===== src/rtl/oled_pkg.sv =====
// Shared definitions for the OLED serial sink: opcode set, argument counts,
// command FSM encoding and default panel geometry.
package oled_pkg;

    localparam int COLS_DEF  = 128;
    localparam int PAGES_DEF = 4;

    localparam logic [7:0] OP_MEM_MODE     = 8'h20;
    localparam logic [7:0] OP_COL_ADDR     = 8'h21;
    localparam logic [7:0] OP_PAGE_ADDR    = 8'h22;
    localparam logic [7:0] OP_CONTRAST     = 8'h81;
    localparam logic [7:0] OP_CHARGE_PUMP  = 8'h8D;
    localparam logic [7:0] OP_SEG_REMAP0   = 8'hA0;
    localparam logic [7:0] OP_SEG_REMAP1   = 8'hA1;
    localparam logic [7:0] OP_ENTIRE_OFF   = 8'hA4;
    localparam logic [7:0] OP_ENTIRE_ON    = 8'hA5;
    localparam logic [7:0] OP_MUX_RATIO    = 8'hA8;
    localparam logic [7:0] OP_DISP_OFF     = 8'hAE;
    localparam logic [7:0] OP_DISP_ON      = 8'hAF;
    localparam logic [7:0] OP_COM_SCAN_INC = 8'hC0;
    localparam logic [7:0] OP_COM_SCAN_DEC = 8'hC8;
    localparam logic [7:0] OP_DISP_OFFSET  = 8'hD3;
    localparam logic [7:0] OP_CLK_DIV      = 8'hD5;
    localparam logic [7:0] OP_PRECHARGE    = 8'hD9;
    localparam logic [7:0] OP_COM_PINS     = 8'hDA;
    localparam logic [7:0] OP_VCOMH        = 8'hDB;
    localparam logic [7:0] OP_NOP          = 8'hE3;

    localparam logic [7:0] ADDR_MODE_RST   = 8'h02;

    typedef enum logic [1:0] {
        ST_OP   = 2'd0,
        ST_ARG1 = 2'd1,
        ST_ARG2 = 2'd2
    } cmd_state_e;

    // 0x40-0x7F is the display start line range, accepted without arguments.
    function automatic logic op_known(input logic [7:0] op);
        logic known;
        case (op)
            OP_MEM_MODE, OP_COL_ADDR, OP_PAGE_ADDR, OP_CONTRAST, OP_CHARGE_PUMP,
            OP_SEG_REMAP0, OP_SEG_REMAP1, OP_ENTIRE_OFF, OP_ENTIRE_ON,
            OP_MUX_RATIO, OP_DISP_OFF, OP_DISP_ON, OP_COM_SCAN_INC,
            OP_COM_SCAN_DEC, OP_DISP_OFFSET, OP_CLK_DIV, OP_PRECHARGE,
            OP_COM_PINS, OP_VCOMH, OP_NOP: known = 1'b1;
            default:                       known = (op[7:6] == 2'b01);
        endcase
        return known;
    endfunction

    function automatic logic [1:0] arg_count(input logic [7:0] op);
        logic [1:0] n;
        case (op)
            OP_COL_ADDR, OP_PAGE_ADDR: n = 2'd2;
            OP_MEM_MODE, OP_CONTRAST, OP_CHARGE_PUMP, OP_MUX_RATIO,
            OP_DISP_OFFSET, OP_CLK_DIV, OP_PRECHARGE, OP_COM_PINS,
            OP_VCOMH:                  n = 2'd1;
            default:                   n = 2'd0;
        endcase
        return n;
    endfunction

endpackage


===== src/rtl/spi_byte_rx.sv =====
// Serial deframer: synchronizes the 3-wire stream, detects SCLK rising edges,
// assembles MSB-first bytes and drops partial bytes after an idle timeout.
module spi_byte_rx #(
    parameter int SYNC_STAGES = 2,
    parameter int IDLE_CYC    = 256
) (
    input  logic       clk,
    input  logic       rst,
    input  logic       sclk_i,
    input  logic       sdin_i,
    input  logic       dc_i,
    input  logic       res_i,
    output logic       res_sync_o,
    output logic       byte_valid_o,
    output logic [7:0] byte_data_o,
    output logic       byte_is_data_o
);

    localparam int            IW       = $clog2(IDLE_CYC + 1);
    localparam logic [IW-1:0] IDLE_MAX = IW'(IDLE_CYC);
    localparam logic [IW-1:0] IDLE_ONE = IW'(1);

    logic [3:0]    sync_q [SYNC_STAGES];
    logic [3:0]    sync_out_s;
    logic          panel_rst_s;
    logic          sclk_prev_q;
    logic          rise_q, bit_q, dcb_q;
    logic [2:0]    cnt_q, cnt_d, cnt_eff_s;
    logic [6:0]    shift_q, shift_d, shift_eff_s;
    logic [IW-1:0] idle_q, idle_d;
    logic          valid_q, valid_d;
    logic [7:0]    data_q, data_d;
    logic          is_data_q, is_data_d;

    // Synchronizer chain carrying {sclk, sdin, dc, res}; res idles released.
    always_ff @(posedge clk) begin
        if (rst) begin
            for (int k = 0; k < SYNC_STAGES; k++) sync_q[k] <= 4'b0001;
        end else begin
            sync_q[0] <= {sclk_i, sdin_i, dc_i, res_i};
            for (int k = 1; k < SYNC_STAGES; k++) sync_q[k] <= sync_q[k-1];
        end
    end

    assign sync_out_s  = sync_q[SYNC_STAGES-1];
    assign panel_rst_s = rst | ~sync_out_s[0];
    assign res_sync_o  = sync_out_s[0];

    // Previous SCLK level keeps tracking through panel reset so release
    // never fabricates an edge.
    always_ff @(posedge clk) begin
        if (rst) begin
            sclk_prev_q <= 1'b0;
        end else begin
            sclk_prev_q <= sync_out_s[3];
        end
    end

    // Registered edge strobe with the data/dc bits captured alongside it.
    always_ff @(posedge clk) begin
        if (panel_rst_s) begin
            rise_q <= 1'b0;
            bit_q  <= 1'b0;
            dcb_q  <= 1'b0;
        end else begin
            rise_q <= sync_out_s[3] & ~sclk_prev_q;
            bit_q  <= sync_out_s[2];
            dcb_q  <= sync_out_s[1];
        end
    end

    // Byte assembly, idle timeout and output strobe next-state.
    always_comb begin
        cnt_d     = cnt_q;
        shift_d   = shift_q;
        idle_d    = idle_q;
        valid_d   = 1'b0;
        data_d    = data_q;
        is_data_d = is_data_q;
        // A saturated idle counter means any partial byte is stale.
        if (idle_q == IDLE_MAX) begin
            cnt_eff_s   = 3'd0;
            shift_eff_s = 7'd0;
        end else begin
            cnt_eff_s   = cnt_q;
            shift_eff_s = shift_q;
        end
        if (rise_q) begin
            idle_d  = {IW{1'b0}};
            shift_d = {shift_eff_s[5:0], bit_q};
            if (cnt_eff_s == 3'd7) begin
                cnt_d     = 3'd0;
                valid_d   = 1'b1;
                data_d    = {shift_eff_s, bit_q};
                is_data_d = dcb_q;
            end else begin
                cnt_d = cnt_eff_s + 3'd1;
            end
        end else begin
            cnt_d   = cnt_eff_s;
            shift_d = shift_eff_s;
            if (idle_q != IDLE_MAX) begin
                idle_d = idle_q + IDLE_ONE;
            end else begin
                idle_d = idle_q;
            end
        end
    end

    // Byte assembly state registers.
    always_ff @(posedge clk) begin
        if (panel_rst_s) begin
            cnt_q     <= 3'd0;
            shift_q   <= 7'd0;
            idle_q    <= {IW{1'b0}};
            valid_q   <= 1'b0;
            data_q    <= 8'h00;
            is_data_q <= 1'b0;
        end else begin
            cnt_q     <= cnt_d;
            shift_q   <= shift_d;
            idle_q    <= idle_d;
            valid_q   <= valid_d;
            data_q    <= data_d;
            is_data_q <= is_data_d;
        end
    end

    assign byte_valid_o   = valid_q;
    assign byte_data_o    = data_q;
    assign byte_is_data_o = is_data_q;

endmodule


===== src/rtl/oled_spi_sink.sv =====
// Receive-side OLED panel model: command decode, windowed address counters
// and a page-organised frame buffer with a registered read port.
module oled_spi_sink
    import oled_pkg::*;
#(
    parameter int COLS        = COLS_DEF,
    parameter int PAGES       = PAGES_DEF,
    parameter int SYNC_STAGES = 2,
    parameter int IDLE_CYC    = 256
) (
    input  logic                                   clk,
    input  logic                                   rst,
    input  logic                                   sclk,
    input  logic                                   sdin,
    input  logic                                   dc,
    input  logic                                   res,
    input  logic                                   vdd,
    input  logic                                   vbat,
    output logic                                   byte_valid,
    output logic [7:0]                             byte_data,
    output logic                                   byte_is_data,
    output logic                                   disp_on,
    output logic                                   entire_on,
    output logic                                   pwr_ok,
    output logic                                   unknown_cmd,
    input  logic [$clog2(COLS)+$clog2(PAGES)-1:0]  fb_rd_addr,
    output logic [7:0]                             fb_rd_data
);

    localparam int            CW        = $clog2(COLS);
    localparam int            PW        = $clog2(PAGES);
    localparam logic [CW-1:0] COL_LAST  = CW'(COLS - 1);
    localparam logic [PW-1:0] PAGE_LAST = PW'(PAGES - 1);
    localparam logic [CW-1:0] COL_ONE   = CW'(1);
    localparam logic [PW-1:0] PAGE_ONE  = PW'(1);

    logic          rx_valid_s, rx_is_data_s, res_sync_s, panel_rst_s;
    logic [7:0]    rx_byte_s;

    cmd_state_e    state_q, state_d;
    logic [7:0]    op_q, op_d, arg1_q, arg1_d, addr_mode_q, addr_mode_d;
    logic [CW-1:0] col_start_q, col_start_d, col_end_q, col_end_d, col_q, col_d;
    logic [PW-1:0] page_start_q, page_start_d, page_end_q, page_end_d, page_q, page_d;
    logic          disp_on_q, disp_on_d, entire_on_q, entire_on_d;
    logic          unknown_q, unknown_d, pwr_ok_q, fb_we_s;
    logic [7:0]    fb_rd_q;
    logic [7:0]    fb_mem [COLS*PAGES];
    logic          unused_addr_mode_s;

    spi_byte_rx #(
        .SYNC_STAGES (SYNC_STAGES),
        .IDLE_CYC    (IDLE_CYC)
    ) u_rx (
        .clk            (clk),
        .rst            (rst),
        .sclk_i         (sclk),
        .sdin_i         (sdin),
        .dc_i           (dc),
        .res_i          (res),
        .res_sync_o     (res_sync_s),
        .byte_valid_o   (rx_valid_s),
        .byte_data_o    (rx_byte_s),
        .byte_is_data_o (rx_is_data_s)
    );

    assign panel_rst_s = rst | ~res_sync_s;

    // Command FSM, window registers and write-pointer advance.
    always_comb begin
        state_d      = state_q;
        op_d         = op_q;
        arg1_d       = arg1_q;
        addr_mode_d  = addr_mode_q;
        col_start_d  = col_start_q;
        col_end_d    = col_end_q;
        page_start_d = page_start_q;
        page_end_d   = page_end_q;
        col_d        = col_q;
        page_d       = page_q;
        disp_on_d    = disp_on_q;
        entire_on_d  = entire_on_q;
        unknown_d    = unknown_q;
        fb_we_s      = 1'b0;
        if (rx_valid_s) begin
            if (rx_is_data_s) begin
                // Data always lands in the buffer and cancels any pending arguments.
                state_d = ST_OP;
                fb_we_s = 1'b1;
                if (col_q == col_end_q) begin
                    col_d = col_start_q;
                    if (page_q == page_end_q) begin
                        page_d = page_start_q;
                    end else begin
                        page_d = page_q + PAGE_ONE;
                    end
                end else begin
                    col_d = col_q + COL_ONE;
                end
            end else begin
                case (state_q)
                    ST_OP: begin
                        op_d = rx_byte_s;
                        case (rx_byte_s)
                            OP_DISP_OFF:   disp_on_d   = 1'b0;
                            OP_DISP_ON:    disp_on_d   = 1'b1;
                            OP_ENTIRE_OFF: entire_on_d = 1'b0;
                            OP_ENTIRE_ON:  entire_on_d = 1'b1;
                            default:       disp_on_d   = disp_on_q;
                        endcase
                        if (!op_known(rx_byte_s)) begin
                            unknown_d = 1'b1;
                        end else if (arg_count(rx_byte_s) != 2'd0) begin
                            state_d = ST_ARG1;
                        end else begin
                            state_d = ST_OP;
                        end
                    end
                    ST_ARG1: begin
                        arg1_d = rx_byte_s;
                        if (op_q == OP_MEM_MODE) begin
                            addr_mode_d = rx_byte_s;
                        end else begin
                            addr_mode_d = addr_mode_q;
                        end
                        if (arg_count(op_q) == 2'd2) begin
                            state_d = ST_ARG2;
                        end else begin
                            state_d = ST_OP;
                        end
                    end
                    ST_ARG2: begin
                        // Both window bounds commit together and re-home the pointer.
                        state_d = ST_OP;
                        if (op_q == OP_COL_ADDR) begin
                            col_start_d = arg1_q[CW-1:0];
                            col_end_d   = rx_byte_s[CW-1:0];
                            col_d       = arg1_q[CW-1:0];
                        end else if (op_q == OP_PAGE_ADDR) begin
                            page_start_d = arg1_q[PW-1:0];
                            page_end_d   = rx_byte_s[PW-1:0];
                            page_d       = arg1_q[PW-1:0];
                        end else begin
                            state_d = ST_OP;
                        end
                    end
                    default: state_d = ST_OP;
                endcase
            end
        end else begin
            fb_we_s = 1'b0;
        end
    end

    // Control state registers; panel reset behaves like rst here.
    always_ff @(posedge clk) begin
        if (panel_rst_s) begin
            state_q      <= ST_OP;
            op_q         <= 8'h00;
            arg1_q       <= 8'h00;
            addr_mode_q  <= ADDR_MODE_RST;
            col_start_q  <= {CW{1'b0}};
            col_end_q    <= COL_LAST;
            page_start_q <= {PW{1'b0}};
            page_end_q   <= PAGE_LAST;
            col_q        <= {CW{1'b0}};
            page_q       <= {PW{1'b0}};
            disp_on_q    <= 1'b0;
            entire_on_q  <= 1'b0;
            unknown_q    <= 1'b0;
            pwr_ok_q     <= 1'b0;
        end else begin
            state_q      <= state_d;
            op_q         <= op_d;
            arg1_q       <= arg1_d;
            addr_mode_q  <= addr_mode_d;
            col_start_q  <= col_start_d;
            col_end_q    <= col_end_d;
            page_start_q <= page_start_d;
            page_end_q   <= page_end_d;
            col_q        <= col_d;
            page_q       <= page_d;
            disp_on_q    <= disp_on_d;
            entire_on_q  <= entire_on_d;
            unknown_q    <= unknown_d;
            pwr_ok_q     <= ~vdd & ~vbat;
        end
    end

    // Frame buffer write port; contents survive every kind of reset.
    always_ff @(posedge clk) begin
        if (fb_we_s) begin
            fb_mem[{page_q, col_q}] <= rx_byte_s;
        end
    end

    // Registered read port, read-before-write on a colliding address.
    always_ff @(posedge clk) begin
        if (panel_rst_s) begin
            fb_rd_q <= 8'h00;
        end else begin
            fb_rd_q <= fb_mem[fb_rd_addr];
        end
    end

    // addr_mode is retained for observability; nothing consumes it yet.
    assign unused_addr_mode_s = ^addr_mode_q;

    assign byte_valid   = rx_valid_s;
    assign byte_data    = rx_byte_s;
    assign byte_is_data = rx_is_data_s;
    assign disp_on      = disp_on_q;
    assign entire_on    = entire_on_q;
    assign pwr_ok       = pwr_ok_q;
    assign unknown_cmd  = unknown_q;
    assign fb_rd_data   = fb_rd_q;

endmodule

===== config.mk =====
export PLATFORM = sky130hd
export DESIGN_NAME = oled_spi_sink
export DESIGN_NICKNAME = d
export VERILOG_FILES = /design/src/rtl/oled_pkg.sv /design/src/rtl/spi_byte_rx.sv /design/src/rtl/oled_spi_sink.sv
export SDC_FILE = /design/constraint.sdc
export NUM_CORES = 2
export LEC_CHECK = 0
export BUFFER_PORTS_ARGS = -buffer_cell sky130_fd_sc_hd__buf_2
export CAP_MARGIN = 20
export CORE_MARGIN = 3
export CORE_UTILIZATION = 38
export DETAILED_ROUTE_END_ITERATION = 6
export GPL_TIMING_DRIVEN = 0
export PLACE_DENSITY_LB_ADDON = 0.15
export RECOVER_POWER = 25
export SLEW_MARGIN = 0
export SYNTH_ARGS = -nofsm -noshare
export SYNTH_HDL_FRONTEND = slang
export SYNTH_MEMORY_MAX_BITS = 65536
export SYNTH_SLANG_ARGS = --single-unit

===== constraint.sdc =====
create_clock -name clk -period 16.8 [get_ports clk]
set_input_delay 3.36 -clock clk [delete_from_list [all_inputs] [get_ports clk]]
set_output_delay 3.36 -clock clk [all_outputs]
set_load 0.01 [all_outputs]

Word-level counts from Yosys, hierarchy flattened

Memories as Yosys holds them, arrays and structs flattened. A register that Yosys moved wholly into a read port is not among the register bits.
Cells that the tools add are included.

$add $sub $neg: 4
Equality and inequality tests: 43
Multiplexer cells: 45
Bitwise gates (word level): 13
Reductions and logical operators: 25

Operators with widths:

| operator                                                               | number |
|---|---|
| 8-bit equality test (second input constant)                            | 25 |
| 8-bit by 6-bit equality test with 1-bit output (second input constant) | 6 |
| 7-bit two-way mux                                                      | 6 |
| 2-bit two-way mux                                                      | 16 |
| 20-bit OR reduction                                                    | 1 |
| 9-bit OR reduction                                                     | 2 |
| 4-bit AND reduction                                                    | 4 |
| 1-bit two-way mux                                                      | 13 |
| 2-bit case mux with 2 select lines                                     | 3 |
| 2-bit nonzero test                                                     | 6 |
| 5-bit AND reduction                                                    | 2 |
| 9-bit by 1-bit adder with 9-bit output (second input constant)         | 1 |
| 9-bit equality test (second input constant)                            | 1 |
| 3-bit two-way mux                                                      | 3 |
| 9-bit inequality test (second input constant)                          | 1 |
| 3-bit AND reduction                                                    | 3 |
| 4-bit two-way mux                                                      | 2 |
| 1-bit inverter                                                         | 8 |
| 2-bit OR reduction                                                     | 4 |
| 7-bit by 1-bit adder with 7-bit output (second input constant)         | 1 |
| 7-bit equality test                                                    | 1 |
| 2-bit by 1-bit equality test with 1-bit output (second input constant) | 2 |
| 2-bit equality test (second input constant)                            | 2 |
| 1-bit case mux with 2 select lines                                     | 2 |
| 11 further kinds                                                       | 15 |

Flip-flop bits (word level): 81
Bits in writable memories: 4,104
Input bits: 17
Logic and storage cells: 155
Memories: 2

Memory list:

| memory      | words | bits a word | rd ports | clocked after memory_dff | write ports | line                | text |
|---|---|---|---|---|---|---|---|
| fb_mem      | 512   | 8           | 1        | 1                        | 1           | oled_spi_sink.sv:47 | `logic [7:0] fb_mem [COLS*PAGES];` |
| u_rx.sync_q | 2     | 4           | 2        | 0                        | 2           | spi_byte_rx.sv:23   | `logic [3:0] sync_q [SYNC_STAGES];` |

Longest topological paths before layout

Depth in word-level cells: 15
Gate-level depth with buffers: 15
Gate-level depth less buffers: 10

Hierarchy

Synthesis repeated with hierarchy kept, for this count alone.

Cells, all modules: 7,859
Area, all modules: 163,030.1 um2

Modules (own cells, without submodules):

| module        | times used | cells an instance | area each (um2) |
|---|---|---|---|
| oled_spi_sink | 1          | 7,693             | 161,409.8 |
| spi_byte_rx   | 1          | 166               | 1,620.3 |

Worst setup path before layout

No wires, ideal clock.

Kind: register -> output
From: register u_rx.data_q[4] (netlist: u_rx.byte_data_o[4])
To: output port byte_data[4]
Arrival: 6.673 ns
Slack: 6.767 ns
Cell stages (with the launch flop): 1
Buffers on the path: 0
Cell sequence: dfxtp_1

RTL lines:

| item                     | line                | text |
|---|---|---|
| start: declaration       | spi_byte_rx.sv:32   | `logic [7:0] data_q, data_d;` |
| start signal: assignment | spi_byte_rx.sv:124  | `data_q <= data_d;` |
| end: declaration         | oled_spi_sink.sv:20 | `output logic [7:0] byte_data,` |

No word-level cell between the ends.

Final worst setup path

From: register u_rx.data_q[3] (netlist: u_rx.byte_data_o[3])
To: output port byte_data[3]

No word-level cell between the ends.

==> impl_summary.txt <==
----------------------------------------------------
[Status]
  Run status ... finished, violations left
  Failing checks ... DRC, capacitance limit, slew limit

[Placement]
  Post-DP HPWL ... 438 mm
  Area post-placement ... 174000 µm²
  Post-placement cell count ... 13900
  IO buf count ... 34
  Global placer's final weighted congestion ... 0.936

[Clocking]
  Insertion delay to the later sink of the worst-skew pair ... 1010 ps
  CTS tree ... yes
  Clock Tree Root ... clkbuf_16
  Cts bufs inserted ... 442
  # resized after CTS ... 0
  Number of buffers between clock root and the deepest sink ... 4
  Num Clock Sinks ... 4193
  Hold bufs inserted after CTS ... 0
  Clock-pin slew reported for the worst setup and hold paths after clock tree synthesis ... 60 ps
  Maximum level of the CTS H-tree ... 5
  Buffers inserted by post-CTS timing repair ... 0

[Floorplan]
  Site row count ... 240
  Vertical die dimension ... 662 µm
  Area of the core region ... 428000 µm²
  Number of placed I/O pins ... 39
  Die Width ... 662 µm
  Starting utilization of the core area ... 38.2%
  Die outline area ... 438000 µm²

[Min path]
  Worst hold path startpoint ... u_rx.sync_q[0][0]$_SDFF_PP1_
  Path class of the lowest-slack min-delay path ... reg -> reg
  Worst Hold Endpoint ... u_rx.sync_q[0][4]$_SDFF_PP1_
  Cell count of the worst hold path ... 1

[Power]
  Cell Pwr Density ... 115 nW/µm²
  VDD IR max ... 0.0894 mV
  Leakage ... 56.4 nW

[Finish]
  Area Overhead vs Synth ... 14.8%
  Fraction of layout instances using a drive strength above 1 ... 22.2%
  Number of non-filler instances in the completed layout ... 14800
  Commonest non-fill, non-tap cell in the layout ... edfxtp_1
  Highest-count cells in the layout ignoring fill and taps ... 4096 x edfxtp_1, 849 x mux4_2, 633 x nor2_1
  Final standard cell area without fillers ... 188000 µm²
  Number of nets in the layout ... 8686

[Timing]
  Slew at the pin closest to its max-slew limit ... 4200 ps
  Fmax ... 0.0939 GHz
  Final Hold Fails ... 0
  Setup repair after global routing missed its margin ... false
  Final period util ... 63.4%
  Final Critical Period ... 10650 ps
  Remaining max-slew budget at the tightest pin ... -180%
  Setup violations, final ... 0
  Skew final ... 91.2 ps
  Max-slew violation count ... 2511

[Detailed routing]
  Initial detailed-routing violation count ... 14200
  Count of nets left with antenna violations after detail routing ... 0
  Router iterations before antenna repair ... 7
  Number of remaining DRC errors ... 4
  Drt via density ... 6.09
  Vias after detailed routing ... 90100
  Drt wl/cell ... 41.5 µm
  Final routed wirelength across all metal layers ... 613 mm

[Critical path]
  Largest driver fanout on the critical path ... 76
  Setup slack of the most critical reg-to-reg path ... 7460 ps
  Arrival time worst endpoint ... 7290 ps
  Most used cell, CP ... clkbuf_1
  Worst path required time ... 13440 ps
  Slowest CP cell ... clkbuf_1
  Classification of the worst setup path ... reg -> out
  CP startpoint kind ... register
  Logic depth of the worst register-to-register path ... 4
  CP cell instances ... clkbuf_1 -> clkbuf_1 -> buf_2
  Worst flop-to-flop path startpoint ... u_rx.byte_data_o[4]$_SDFFE_PP0P_
  Capturing point of the worst reg2reg path ... fb_mem[173][4]$_DFFE_PP_
  Type of destination of the critical path ... output pin
  Maximum single-stage delay on the critical path ... 2810 ps

[Yosys]
  Flip-flop and latch count after synthesis ... 4193
  Number of enable-type register cells in the synthesized netlist ... 4096
  Syn Inst Count ... 7988
  Post-synthesis net count ... 8017
  Number of different library cells in the post-synthesis netlist ... 78
  Fraction of the yosys area taken by sequential cells ... 76.4%
  Yosys warning count ... 0
  Mean instance size in the synthesized netlist ... 20.5 µm²
  Fraction of registers with async set or reset after synthesis ... 0%
  Area of the mapped netlist ... 163000 µm²
  Most frequently used flop master after synthesis ... edfxtp_1

[Global route]
  Number of antenna violations at the first check in global routing ... 81
  Wire length of the first global-routing pass ... 805 mm
  Total congestion overflow ... 0
  Vias in the first global route ... 86700
  Largest net degree at the start of global routing ... 92
  Total track usage ... 27.7%

[Job]
  Number of max-cap violations ... 36

----------------------------------------------------
[synthesized netlist by cell type, types with 10 or more instances]
library cell / n / area [µm²]
buf_8: 14 / 210
mux4_1: 29 / 762
buf_6: 67 / 754
dfxtp_1: 97 / 1940
nand2_1: 189 / 709
nor2_1: 638 / 2390
buf_4: 42 / 315
buf_1: 35 / 131
a21oi_1: 177 / 886
mux2_2: 24 / 270
nand4_1: 19 / 119
and2_1: 20 / 125
edfxtp_1: 4096 / 123000
nor3_1: 29 / 145
mux2i_1: 483 / 4830
nand2b_1: 12 / 75.1
nand3_1: 59 / 295
or2_2: 11 / 68.8
o22ai_1: 97 / 607
a211oi_1: 56 / 420
a31oi_1: 10 / 62.6
ha_1: 12 / 150
a22oi_1: 78 / 586
clkbuf_1: 228 / 856
o221ai_1: 141 / 1230
o32ai_1: 10 / 87.6
o21ai_0: 83 / 415
and3_1: 19 / 119
xor2_1: 15 / 131
mux4_2: 849 / 19100
o211ai_1: 16 / 120
buf_2: 101 / 505
nor2b_1: 32 / 200
a221oi_1: 33 / 289
[worst max-delay path, delay by kind of cell (launching register included)]
kind                   cells  cell delay [ps]
buffers and inverters      3             5340
flip-flops                 1              820
[routing by layer]
| metal | track usage (%) | vias up | share of wire (%) |
|---|---|---|---|
| li1 | - | 34700 | - |
| met1 | 37.0 | 48700 | 38 |
| met2 | 42.3 | 5604 | 45 |
| met3 | 7.35 | 1060 | 11 |
| met4 | 12.7 | 16 | 5.4 |
| met5 | 0 | - | 0.017 |
[power breakdown]
| group | switching (W) | total, W | internal [W] |
|---|---|---|---|
| sequential | 0.00000192 | 0.0113 | 0.0113 |
| clock | 0.00416 | 0.00950 | 0.00534 |
| combinational | 0.000614 | 0.000833 | 0.000219 |
[kinds of logic after synthesis]
kind of cell	Yosys count	share of synthesized area (%)
multiplexers	1385	15.3
flip-flops	4193	76.4
adder cells (fa/ha/maj)	12	0.0918
XOR/XNOR	24	0.129
AO/OA/AOI/OAI	796	3.43
AND/OR/NAND/NOR	1070	2.81
buffers and inverters	508	1.83
[flip-flops by register name, indices dropped and copies added (netlist names), 2 cells and up]
signal and flops:
fb_mem 4096, u_rx.idle_q 9, fb_rd_data 8, op_q 8
u_rx.byte_data_o 8, u_rx.sync_q 8, arg1_q 7, col_end_q 7
col_q 7, col_start_q 7, u_rx.shift_q 7, u_rx.cnt_q 3
page_end_q 2, page_q 2, page_start_q 2, state_q 2
[through the flow]
step / power [W] / util (%) / hold slack [ps] / setup TNS, ps / setup slack (ps)
finish: 0.0216 / 43.9 / 435 / 0 / 6150
floorplan: 0.0119 / - / 389 / 0 / 6770
global placement: 0.0123 / 39.9 / 403 / -951500 / -2470
CTS: 0.0217 / 44.0 / 438 / 0 / 8150
global route: 0.0221 / 43.9 / 449 / 0 / 5730
detailed placement: 0.0123 / 40.8 / 421 / 0 / 7050
[worst max path at each step]
stage	from	end	slack, ps	cells after the start
after global placement	u_rx.byte_data_o[6]$_SDFFE_PP0P_	byte_data[6]	-2470	1
after global routing	u_rx.byte_data_o[3]$_SDFFE_PP0P_	byte_data[3]	5730	3
final	u_rx.byte_data_o[3]$_SDFFE_PP0P_	byte_data[3]	6150	3
after detailed placement	fb_rd_addr[1]	fb_rd_data[7]$_SDFF_PP0_	7050	12
after CTS	fb_rd_addr[1]	fb_rd_data[7]$_SDFF_PP0_	8150	12
after floorplan	u_rx.byte_data_o[4]$_SDFFE_PP0P_	byte_data[4]	6770	0
[layout make-up]
cell class | instances | area (µm²)
well taps | 5687 | 7120
repair buffers | 225 | 3050
fillers | 36800 | 240000
clock inverters | 281 | 2230
multi-input cells | 3287 | 35600
inverters | 12 | 45.0
flip-flops and latches | 4193 | 125000
diodes | 68 | 170
plain buffers | 496 | 3050
clock buffers | 539 | 11600
(Power assumes the default switching activity.)
